**config.mk**
```make
export PLATFORM = sky130hd
export DESIGN_NAME = bus_interconnect
export DESIGN_NICKNAME = d
export VERILOG_FILES = /design/src/rtl/bus_interconnect.sv
export SDC_FILE = /design/constraint.sdc
export NUM_CORES = 1
export LEC_CHECK = 0
export CAP_MARGIN = 20
export CORE_ASPECT_RATIO = 1.25
export CORE_MARGIN = 4
export CORE_UTILIZATION = 24
export CTS_CLUSTER_SIZE = 40
export DETAILED_ROUTE_END_ITERATION = 6
export PLACE_DENSITY = 0.55
export SLEW_MARGIN = 5
export SYNTH_ARGS = -nofsm -noshare
export SYNTH_HDL_FRONTEND = slang
export SYNTH_SLANG_ARGS = --single-unit
```
**constraint.sdc**
```tcl
create_clock -name clk -period 4.4 [get_ports clk]
set_clock_uncertainty 0.05 [all_clocks]
set_input_delay 0.88 -clock clk [delete_from_list [all_inputs] [get_ports clk]]
set_output_delay 0.88 -clock clk [all_outputs]
set_load 0.005 [all_outputs]
```
**src/rtl/bus_interconnect.sv**
```systemverilog
// bus_interconnect: routes the picorv32 native memory port to NUM_SLAVES
// peripheral slaves selected by an address field. Responses are registered,
// unmapped or hung accesses end in an error response, and a small set of
// error status registers is kept for debug.
//
// Handshake: the core raises m_valid and holds m_addr/m_wdata/m_wstrb stable
// until it sees the one-cycle m_ready pulse; a slave sees s_valid[i] held high
// while it owns the transfer and completes it by raising s_ready[i] for one
// cycle; s_ready is only honoured from the selected slave while ACTIVE.
//
// dbg_state encoding: 0 = IDLE, 1 = ACTIVE, 2 = RESP.

module bus_interconnect #(
   parameter int          NUM_SLAVES = 4,
   parameter int          SEL_MSB    = 31,
   parameter int          SEL_LSB    = 28,
   parameter int          TIMEOUT    = 255,
   parameter logic [31:0] ERR_RDATA  = 32'hDEADBEEF
) (
   input  logic                       clk,
   input  logic                       resetn,
   // core side
   input  logic                       m_valid,
   input  logic [31:0]                m_addr,
   input  logic [31:0]                m_wdata,
   input  logic [3:0]                 m_wstrb,
   output logic                       m_ready,
   output logic [31:0]                m_rdata,
   // slave side
   output logic [NUM_SLAVES-1:0]      s_valid,
   output logic [31:0]                s_addr,
   output logic [31:0]                s_wdata,
   output logic [3:0]                 s_wstrb,
   input  logic [NUM_SLAVES-1:0]      s_ready,
   input  logic [32*NUM_SLAVES-1:0]   s_rdata,
   // error status
   output logic                       bus_error,
   output logic [31:0]                err_addr,
   output logic [15:0]                err_count,
   // debug
   output logic [1:0]                 dbg_state
);

   localparam int SEL_W = SEL_MSB - SEL_LSB + 1;
   localparam int SW    = (NUM_SLAVES > 1) ? $clog2(NUM_SLAVES) : 1;
   localparam int TW    = (TIMEOUT > 1) ? $clog2(TIMEOUT) : 1;

   typedef enum logic [1:0] {
      IDLE   = 2'd0,
      ACTIVE = 2'd1,
      RESP   = 2'd2
   } state_t;

   state_t                  state_q, state_d;
   logic [SW-1:0]           sel_q;
   logic [TW-1:0]           timer_q;
   logic                    err_flag_q;
   logic [NUM_SLAVES-1:0]   s_valid_q;
   logic [31:0]             m_rdata_q;
   logic [31:0]             err_addr_q;
   logic [15:0]             err_count_q;

   logic [SEL_W-1:0]        field;
   logic [31:0]             field_ext;
   logic                    mapped;
   logic [NUM_SLAVES-1:0]   dec_onehot;
   logic                    sel_ready;
   logic [31:0]             sel_rdata;

   // FSM decisions
   logic                    start;
   logic                    unmapped_hit;
   logic                    slave_done;
   logic                    timed_out;
   logic                    timer_hit;

   // Address pass-through: the core holds these stable for the whole transfer.
   assign s_addr  = m_addr;
   assign s_wdata = m_wdata;
   assign s_wstrb = m_wstrb;

   assign field     = m_addr[SEL_MSB:SEL_LSB];
   assign field_ext = 32'(field);
   assign mapped    = (field_ext < 32'(NUM_SLAVES));

   // One-hot decode of the select field, zero when the field is unmapped.
   always_comb begin
      dec_onehot = '0;
      for (int i = 0; i < NUM_SLAVES; i++) begin
         if (field_ext == 32'(i)) begin
            dec_onehot[i] = 1'b1;
         end
      end
   end

   // Pick the ready and read data of the latched slave; others are ignored.
   always_comb begin
      sel_ready = 1'b0;
      sel_rdata = '0;
      for (int i = 0; i < NUM_SLAVES; i++) begin
         if (sel_q == SW'(i)) begin
            sel_ready = s_ready[i];
            sel_rdata = s_rdata[32*i +: 32];
         end
      end
   end

   // The timeout fires on the last allowed ACTIVE cycle; TIMEOUT=0 disables it.
   assign timer_hit = (TIMEOUT != 0) && (timer_q == TW'(TIMEOUT - 1));

   // State register.
   always_ff @(posedge clk or negedge resetn) begin
      if (!resetn) begin
         state_q <= IDLE;
      end else begin
         state_q <= state_d;
      end
   end

   // Next-state logic and per-cycle decisions for the datapath.
   always_comb begin
      state_d      = state_q;
      start        = 1'b0;
      unmapped_hit = 1'b0;
      slave_done   = 1'b0;
      timed_out    = 1'b0;
      case (state_q)
         IDLE: begin
            if (m_valid) begin
               if (mapped) begin
                  start   = 1'b1;
                  state_d = ACTIVE;
               end else begin
                  unmapped_hit = 1'b1;
                  state_d      = RESP;
               end
            end
         end
         ACTIVE: begin
            // A ready on the final allowed cycle still wins over the timeout.
            if (sel_ready) begin
               slave_done = 1'b1;
               state_d    = RESP;
            end else if (timer_hit) begin
               timed_out = 1'b1;
               state_d   = RESP;
            end
         end
         RESP: begin
            state_d = IDLE;
         end
         default: begin
            state_d = IDLE;
         end
      endcase
   end

   // Slave select, wait timer and registered one-hot slave request.
   always_ff @(posedge clk or negedge resetn) begin
      if (!resetn) begin
         sel_q     <= '0;
         timer_q   <= '0;
         s_valid_q <= '0;
      end else begin
         if (start) begin
            sel_q     <= SW'(field);
            timer_q   <= '0;
            s_valid_q <= dec_onehot;
         end else if (slave_done || timed_out) begin
            s_valid_q <= '0;
         end else if (state_q == ACTIVE) begin
            timer_q <= timer_q + TW'(1);
         end
      end
   end

   // Response data, error flag and error status registers.
   always_ff @(posedge clk or negedge resetn) begin
      if (!resetn) begin
         m_rdata_q   <= '0;
         err_flag_q  <= 1'b0;
         err_addr_q  <= '0;
         err_count_q <= '0;
      end else begin
         if (slave_done) begin
            m_rdata_q  <= sel_rdata;
            err_flag_q <= 1'b0;
         end else if (timed_out || unmapped_hit) begin
            m_rdata_q  <= ERR_RDATA;
            err_addr_q <= m_addr;
            err_flag_q <= 1'b1;
         end
         // Count once per errored response, holding at all-ones.
         if ((state_q == RESP) && err_flag_q && (err_count_q != 16'hFFFF)) begin
            err_count_q <= err_count_q + 16'd1;
         end
      end
   end

   assign m_ready   = (state_q == RESP);
   assign bus_error = (state_q == RESP) && err_flag_q;
   assign m_rdata   = m_rdata_q;
   assign s_valid   = s_valid_q;
   assign err_addr  = err_addr_q;
   assign err_count = err_count_q;
   assign dbg_state = state_q;

endmodule

```
# Yosys cells after proc, flatten, opt, wreduce, memory -nomap -nowiden
# Index checks and enable logic that the tools add are counted.
totals:
  out_inout_bits: 156
  regBits: 97
  input_bits: 203
  wordCells: 75
op_classes:
  n_reduce_logical: 13
  n_bitwise: 1
  magnitude_cmp: 1
  addsub: 2
  eq_ne: 13
  mux: 37
op_table:
  columns: ["operator", "n"]
  rows:
  - ["$mux W32", 6]
  - ["$logic_not A32 Y1", 1]
  - ["$mux W8", 3]
  - ["$mux W1", 21]
  - ["$add A16 B1 Y16 const B", 1]
  - ["$ne A16 B16 Y1 const B", 1]
  - ["$add A8 B1 Y8 const B", 1]
  - ["$eq A4 B2 Y1 const B", 2]
  - ["$eq A8 B8 Y1 const B", 1]
  - ["$mux W2", 4]
  - ["$mux W4", 2]
  - ["$eq A2 B2 Y1 const B", 3]
  - ["$reduce_and A2 Y1", 3]
  - ["$reduce_bool A2 Y1", 3]
  - ["$eq A2 B1 Y1 const B", 2]
  - ["$eq A4 B1 Y1 const B", 1]
  - ["$logic_not A2 Y1", 2]
  - ["$lt A4 B3 Y1 const B", 1]
  - ["$ne A2 B2 Y1 const B", 2]
  - ["$pmux W2 S2", 1]
  - ["$ne A3 B3 Y1 const B", 1]
  - ["$logic_and A1 B1 Y1", 2]
  - ["$logic_or A1 B1 Y1", 2]
  - ["$not A1 Y1", 1]

# Depth between registers and ports, before layout
# Gate-level depths: netlist of run 1.
logic_depth:
  word_depth: 10
  depth_mapped: 8
  ltp_nobuf: 7

# Worst setup path after synthesis of run 1
# OpenSTA, ideal clock, no wires.
synth_timing:
  path_type: "input to register"
  from: "input s_ready[3]"
  to: "register m_rdata_q[10] (netlist: m_rdata[10])"
  arrival_time_ns: 2.258
  t_required_ns: 4.229
  path_stages: 6
  path_buffers: 1
  setup_ns: 0.121
  slack_ns: 1.971
  path_cell_list: "mux4_2 > and2_4 > a211oi_4 > inv_4 > buf_6 > o22a_1"
synth_via:
  elab_chain_len: 5
  elab_cells_between_ends: 8
  cone_classes: "mux (6); reduce/logical (2)"
synth_lines:
  columns: ["item", "line", "text"]
  rows:
  - ["from (decl)", "34", "input logic [NUM_SLAVES-1:0] s_ready,"]
  - ["$mux W1 *", "101", "if (sel_q == SW'(i)) begin"]
  - ["$mux W1", "141", "if (sel_ready) begin"]
  - ["$mux W1", "127", "case (state_q)"]
  - ["$logic_or A1 B1 Y1", "188", "end else if (timed_out || unmapped_hit) begin"]
  - ["$reduce_bool A2 Y1 (no line)", null, null]
  - ["to (signal assigned)", "186", "m_rdata_q <= sel_rdata;"]
  - ["to (decl)", "59", "logic [31:0] m_rdata_q;"]
# Every way passes the cells marked *; elsewhere a longest branch is shown, timed or not.
# A chain may end at the register's enable or synchronous reset.

# Worst setup path after layout of run 1
layout_timing:
  from: "input m_addr[30]"
  to: "output s_addr[30]"
layout_lines:
  columns: ["item", "line", "text"]
  rows:
  - ["from (decl)", "24", "input logic [31:0] m_addr,"]
  - ["to (decl)", "31", "output logic [31:0] s_addr,"]
# No word-level cell between the ends.

==> results.cfg, run 1 <==
[outcome]
status = complete, no violations

[worst_setup_path]
crit_path_max_incr_delay_ns = 0.58
worstPathMaxFanout = 5
reg2reg_slack_ns = 1.72
cp_slowest_cell = clkdlybuf4s50_1
reg2reg_depth = 7
critical_path_buf_inv_count = 2
cp_common_cell = clkdlybuf4s50_1
cp_cell_sequence = clkdlybuf4s50_1 > clkdlybuf4s50_1
reg2reg_to = m_rdata[6]
criticalPathCategory = input port to output port
crit_arrival_ns = 2.00
critPathLaunch = m_addr[30]
r2r-start = sel_q[0]
crit_required_ns = 3.47
cp-end-kind = output port
cp_num_cells = 2
endpoint = s_addr[30]
cpLargestDelayFamily = buffers and inverters
start_kind = input port

[cts]
numClockSinks = 97
cts_tree = built
cts_hold_buf = 0
cts_buffers = 9
h-tree-depth = 3
postCtsSetupBuffers = 0
clk_latency_ns = 0.35
clk_pin_slew_ns = 0.06
root_buffer = clkbuf_16
clk_path_buf_depth = 2
post_cts_resized = 0

[placed_design]
dp_hpwl_mm = 12.9
port_buffers = 286
placedCellCount = 896
gp_congestion = 0.787
dp_slack_ns = 1.39

[synthesis]
synth_common_cells = 97 x dfrtp_1, 68 x buf_4, 37 x mux2_2
synth_seq_cells = 97
synth_largest_area_cell = dfrtp_1
yosysUniqueCellTypes = 46
yosysWarnings = 0
avgSynthCellArea_um2 = 12.8
synthCells = 412
syn_area_um2 = 5260
synth.area.top_cells = dfrtp_1 46%, mux4_2 14%, buf_4 9.7%
synth_seq_area_share_pct = 46.2
synth-async-reset-ratio_pct = 100
yosysMostFrequentCell = dfrtp_1
yosysTopAreaCellShare_pct = 46.2
synth_edf_count = 0
synth_nets = 618
synthFlopType = dfrtp_1

[floorplan]
die_w_um = 140
dieArea_um2 = 24300
core-area_um2 = 21500
io_pins = 359
initial_core_util_pct = 24.4
num_rows = 60
fp.dieH_um = 173

[drt]
ant_nets = 0
drt-pass1-iter-count = 5
routed-via-count = 4144
drc = 0
routed_wl_mm = 16.1
drtIter0Drc = 194
wl_per_cell_um = 17.6
viasPerCell = 4.54

[finish]
nNetsFinal = 834
drive_gt1_share_pct = 15.6
antenna_cells = 0
area_growth_pct = 56.2
utilization_pct = 38.1
fin_cells = 912

[grt]
grtUsageMet2_pct = 23.0
overflow = 0
grt_antenna_before_repair = 0
met1_usage_pct = 13.4
grt_max_degree = 66
top_usage_layer = met2
grt_pass1_wl_mm = 24.4
use_met3_pct = 4.28
grt_usage_pct = 12.8
grt_pass1_vias = 4460

[hold_path]
min_path_type = flop to flop

[timing]
final-setup-viol-count = 0
min_period_ns = 2.93
fin_ws_ns = 1.47
hold_violations = 0
max_freq_mhz = 341
whs_ns = 0.441
worstMarginPinSlew_ns = 0.889
maxSlewViolCount = 0
grt_setup_unrepaired = no
finalCritPeriodShare_pct = 66.7
slew_headroom_pct = 40.6
setup_tns_ns = 0

[power_and_ir_drop]
p_clk_share_pct = 21.7
pwr-share-comb_pct = 42.2
power.internal_mw = 2.64
irDropWorstVdd_mv = 0.253
p_per_area_nw_per_um2 = 453
switching_share_pct = 28.9
p_sw_mw = 1.08
p_seq_share_pct = 36.1
p_leak_nw = 3.15

[job]
drv_cap = 0
[how the worst min path moves through the flow]
stage / cells past startpoint / endpoint / slack (ns) / startpoint
after detailed placement: 1 / m_rdata[30] / 0.43 / m_rdata[30]
final: 1 / m_rdata[30] / 0.44 / m_rdata[30]
after CTS: 1 / m_rdata[30] / 0.45 / m_rdata[30]
after global routing: 1 / err_addr[2] / 0.46 / err_addr[2]
after global placement: 1 / m_rdata[30] / 0.42 / m_rdata[30]
after floorplan: 1 / timer_q[6] / 0.42 / timer_q[6]
[layout by cell type, fill, tap and decap left out, types with 4 or more instances in the layout]
cell type,Yosys,routed
nor2_1,12,12
mux2_2,37,37
nand3_1,8,8
a21oi_1,4,4
xor2_1,9,9
a22o_1,8,8
nand2_1,20,20
o21ai_0,8,8
dfrtp_1,97,96
clkdlybuf4s50_1,0,285
buf_4,68,6
nand4_1,6,6
o22a_1,25,25
inv_1,6,6
nor3_1,6,6
clkbuf_16,0,9
mux4_2,33,33
[sequential cells by signal (all words and copies together), names as in the netlist]
register / count
m_rdata: 32
timer_q: 8
sel_q: 2
err_addr: 32
dbg_state: 2
err_flag_q: 1
err_count: 16
s_valid: 4
[power by group through the flow]
stage | clock network [mW] | registers (mW) | logic (mW)
after detailed placement | 0 | 1.36 | 1.61
after global placement | 0 | 1.36 | 1.59
after CTS | 0.841 | 1.35 | 1.61
after floorplan | 0 | 1.34 | 0.762
final | 0.806 | 1.34 | 1.57
after global routing | 0.872 | 1.38 | 1.70
[metrics by stage]
step                power, mW  area (um^2)
floorplan                2.10         5260
global placement         2.95         7910
detailed placement       2.97         7910
CTS                      3.80         8210
global route             3.95         8210
finish                   3.72         8210
[area by class of cell]
type,instances,area [um^2]
Fill cell,2019,13300
Clock buffer,12,256
Clock inverter,4,51.3
Multi-Input combinational cell,222,2200
Timing Repair Buffer,291,2900
Tap cell,279,349
Sequential cell,97,2430
Inverter,7,28.8
[logic make-up (layout without fill, tap and decap cells)]
| kind of cell | count (synthesis) | in the layout | synth area share [%] |
|---|---|---|---|
| multiplexers | 73 | 73 | 22.6 |
| flip-flops | 97 | 97 | 46.2 |
| AND/OR/NAND/NOR | 71 | 71 | 6.86 |
| buffers and inverters | 93 | 314 | 12.1 |
| XOR/XNOR | 11 | 11 | 1.83 |
| adder cells (fa/ha/maj) | 3 | 3 | 0.714 |
| AO/OA/AOI/OAI | 64 | 64 | 9.69 |
[per-layer routing]
metal / vias to the layer above / wire [um]
met3: 32 / 1410
met4: 0 / 476
met5: - / 0
met2: 221 / 8360
li1: 1904 / -
met1: 1987 / 5850
No activity file was read; power rests on OpenSTA's default activity.
==> inputs of run 2 (changes only) <==
==> constraint.sdc (replaced) <==
create_clock -name clk -period 3 [get_ports clk]
set_clock_uncertainty 0.05 [all_clocks]
set_input_delay 0.6 -clock clk [delete_from_list [all_inputs] [get_ports clk]]
set_output_delay 0.6 -clock clk [all_outputs]
set_load 0.005 [all_outputs]
==> run 2 against run 1 <==
  * Power grew 48%
  * Largest power group unchanged
  * Critical path type is now flop to output port
  * Non-clock buffer count is 1 higher
  * Sequential cell count unchanged
  * Global-route usage is 0.19 points higher
  * Cell count grew 0.11%
  * Die area stayed put
  * Combinational power increased by 48%
  * First-iteration DRC count fell by 19%
  * Critical path depth is 1 higher
  * Clock power grew 54%
  * Via count is 1.7% higher
  * Count of clock-buffer cells in the layout fell by 1
  * Critical endpoint is now bus_error
==> results.cfg, run 2 (synthesis results as in run 1) <==
[outcome]
status = complete, no violations

[power_and_ir_drop]
pwr-share-comb_pct = 42.0
p_leak_nw = 3.17
switching_share_pct = 28.4
p_seq_share_pct = 35.6
power.internal_mw = 3.95
irDropWorstVdd_mv = 0.294
p_sw_mw = 1.57
p_clk_share_pct = 22.4
p_per_area_nw_per_um2 = 668
total_power_mw = 5.52

[worst_setup_path]
worstPathMaxFanout = 7
cp_slowest_cell = clkdlybuf4s50_1
cpLargestDelayFamily = buffers and inverters
reg2reg_depth = 5
reg2reg_slack_ns = 0.79
cp_cell_sequence = nand3b_1 > inv_1 > clkdlybuf4s50_1
crit_required_ns = 2.35
cp_num_cells = 3
crit_path_max_incr_delay_ns = 0.51
critical_path_buf_inv_count = 2
cp-end-kind = output port
crit_arrival_ns = 1.78
start_kind = flop
criticalPathCategory = flop to output port

[timing]
fin_ws_ns = 0.567
whs_ns = 0.224
max_freq_mhz = 411
grt_setup_unrepaired = no
worstMarginPinSlew_ns = 0.655
setup_tns_ns = 0
final-setup-viol-count = 0
min_period_ns = 2.43
finalCritPeriodShare_pct = 81.1
hold_violations = 0
slew_headroom_pct = 56.3
maxSlewViolCount = 0

[placed_design]
placed_area_um2 = 7940
dp_slack_ns = 0.311
port_buffers = 286
gp_congestion = 0.815
dp_hpwl_mm = 13.2

[grt]
grt_max_degree = 51
overflow = 0
grt_usage_pct = 13.0
grt_pass1_vias = 4704
grt_antenna_before_repair = 0
grt_pass1_wl_mm = 25.1

[floorplan]
num_rows = 60
dieArea_um2 = 24300
core-area_um2 = 21500
io_pins = 359
initial_core_util_pct = 24.4
die_w_um = 140
fp.dieH_um = 173

[cts]
h-tree-depth = 3
cts_tree = built
root_buffer = clkbuf_16
clk_path_buf_depth = 2
clk_pin_slew_ns = 0.07
cts_buffers = 9
clk_latency_ns = 0.34
numClockSinks = 97
postCtsSetupBuffers = 0
post_cts_resized = 0
cts_hold_buf = 0

[finish]
area_growth_pct = 57.1
final_common_cell = clkdlybuf4s50_1
mostFrequentLayoutCells = 285 x clkdlybuf4s50_1, 96 x dfrtp_1, 37 x mux2_2
antenna_cells = 0
stdcell_area_um2 = 8260
fillCellCount = 2027
drive_gt1_share_pct = 15.8
nNetsFinal = 835

[hold_path]
min_path_type = input port to asynchronous set/reset pin

[drt]
routed-via-count = 4214
drtIter0Drc = 158
ant_nets = 0
drc = 0
drt-pass1-iter-count = 4
routed_wl_mm = 16.2
wl_per_cell_um = 17.7
viasPerCell = 4.62

[job]
drv_cap = 0
run 2: layout make-up:
class | instances | area, um^2 | area share (%)
timing repair buffer | 292 | 2930 | 35.5
sequential | 97 | 2430 | 29.4
multi-input combinational | 222 | 2200 | 26.6
tap | 279 | 349 | 4.23
clock buffer | 11 | 243 | 2.94
clock inverter | 5 | 78.8 | 0.954
inverter | 7 | 28.8 | 0.348
run 2: worst paths after layout:
path | endpoint | startpoint
min in group clk | m_rdata[30] | m_rdata[30]
worst min register to register | m_rdata[30] | m_rdata[30]
worst max-delay path | bus_error | dbg_state[0]
max in group asynchronous | sel_q[0] | resetn
worst max register to register | err_addr[5] | dbg_state[1]
worst min-delay path | err_addr[13] | resetn
run 2: per-stage QoR:
stage	std cells	util, %
final	913	38.3
after global routing	913	38.3
after CTS	913	38.3
after detailed placement	897	36.8
after global placement	897	36.8
after floorplan	412	-
run 2: power groups by stage:
stage	logic, mW	registers, mW	clock network, mW
floorplan	1.12	1.97	0
global placement	2.34	1.98	0
detailed placement	2.38	1.99	0
CTS	2.38	1.97	1.29
global route	2.50	2.02	1.34
finish	2.32	1.96	1.24
run 2: worst register-to-register path, delay by kind of cell (launching register included):
| family | cells | cell delay (ns) |
|---|---|---|
| mux | 1 | 0.32 |
| simple gates | 1 | 0.52 |
| buf+inv | 1 | 0.19 |
| flops | 1 | 0.49 |
| compound gates | 2 | 0.52 |
run 2: routing by layer:
| metal | global-route usage, % | part of all wire, % | up-vias |
|---|---|---|---|
| met5 | 0 | 0 | - |
| met4 | 3.68 | 1.6 | 0 |
| met3 | 4.50 | 9.0 | 23 |
| met2 | 24.2 | 54 | 223 |
| met1 | 13.6 | 36 | 2060 |
| li1 | - | - | 1908 |
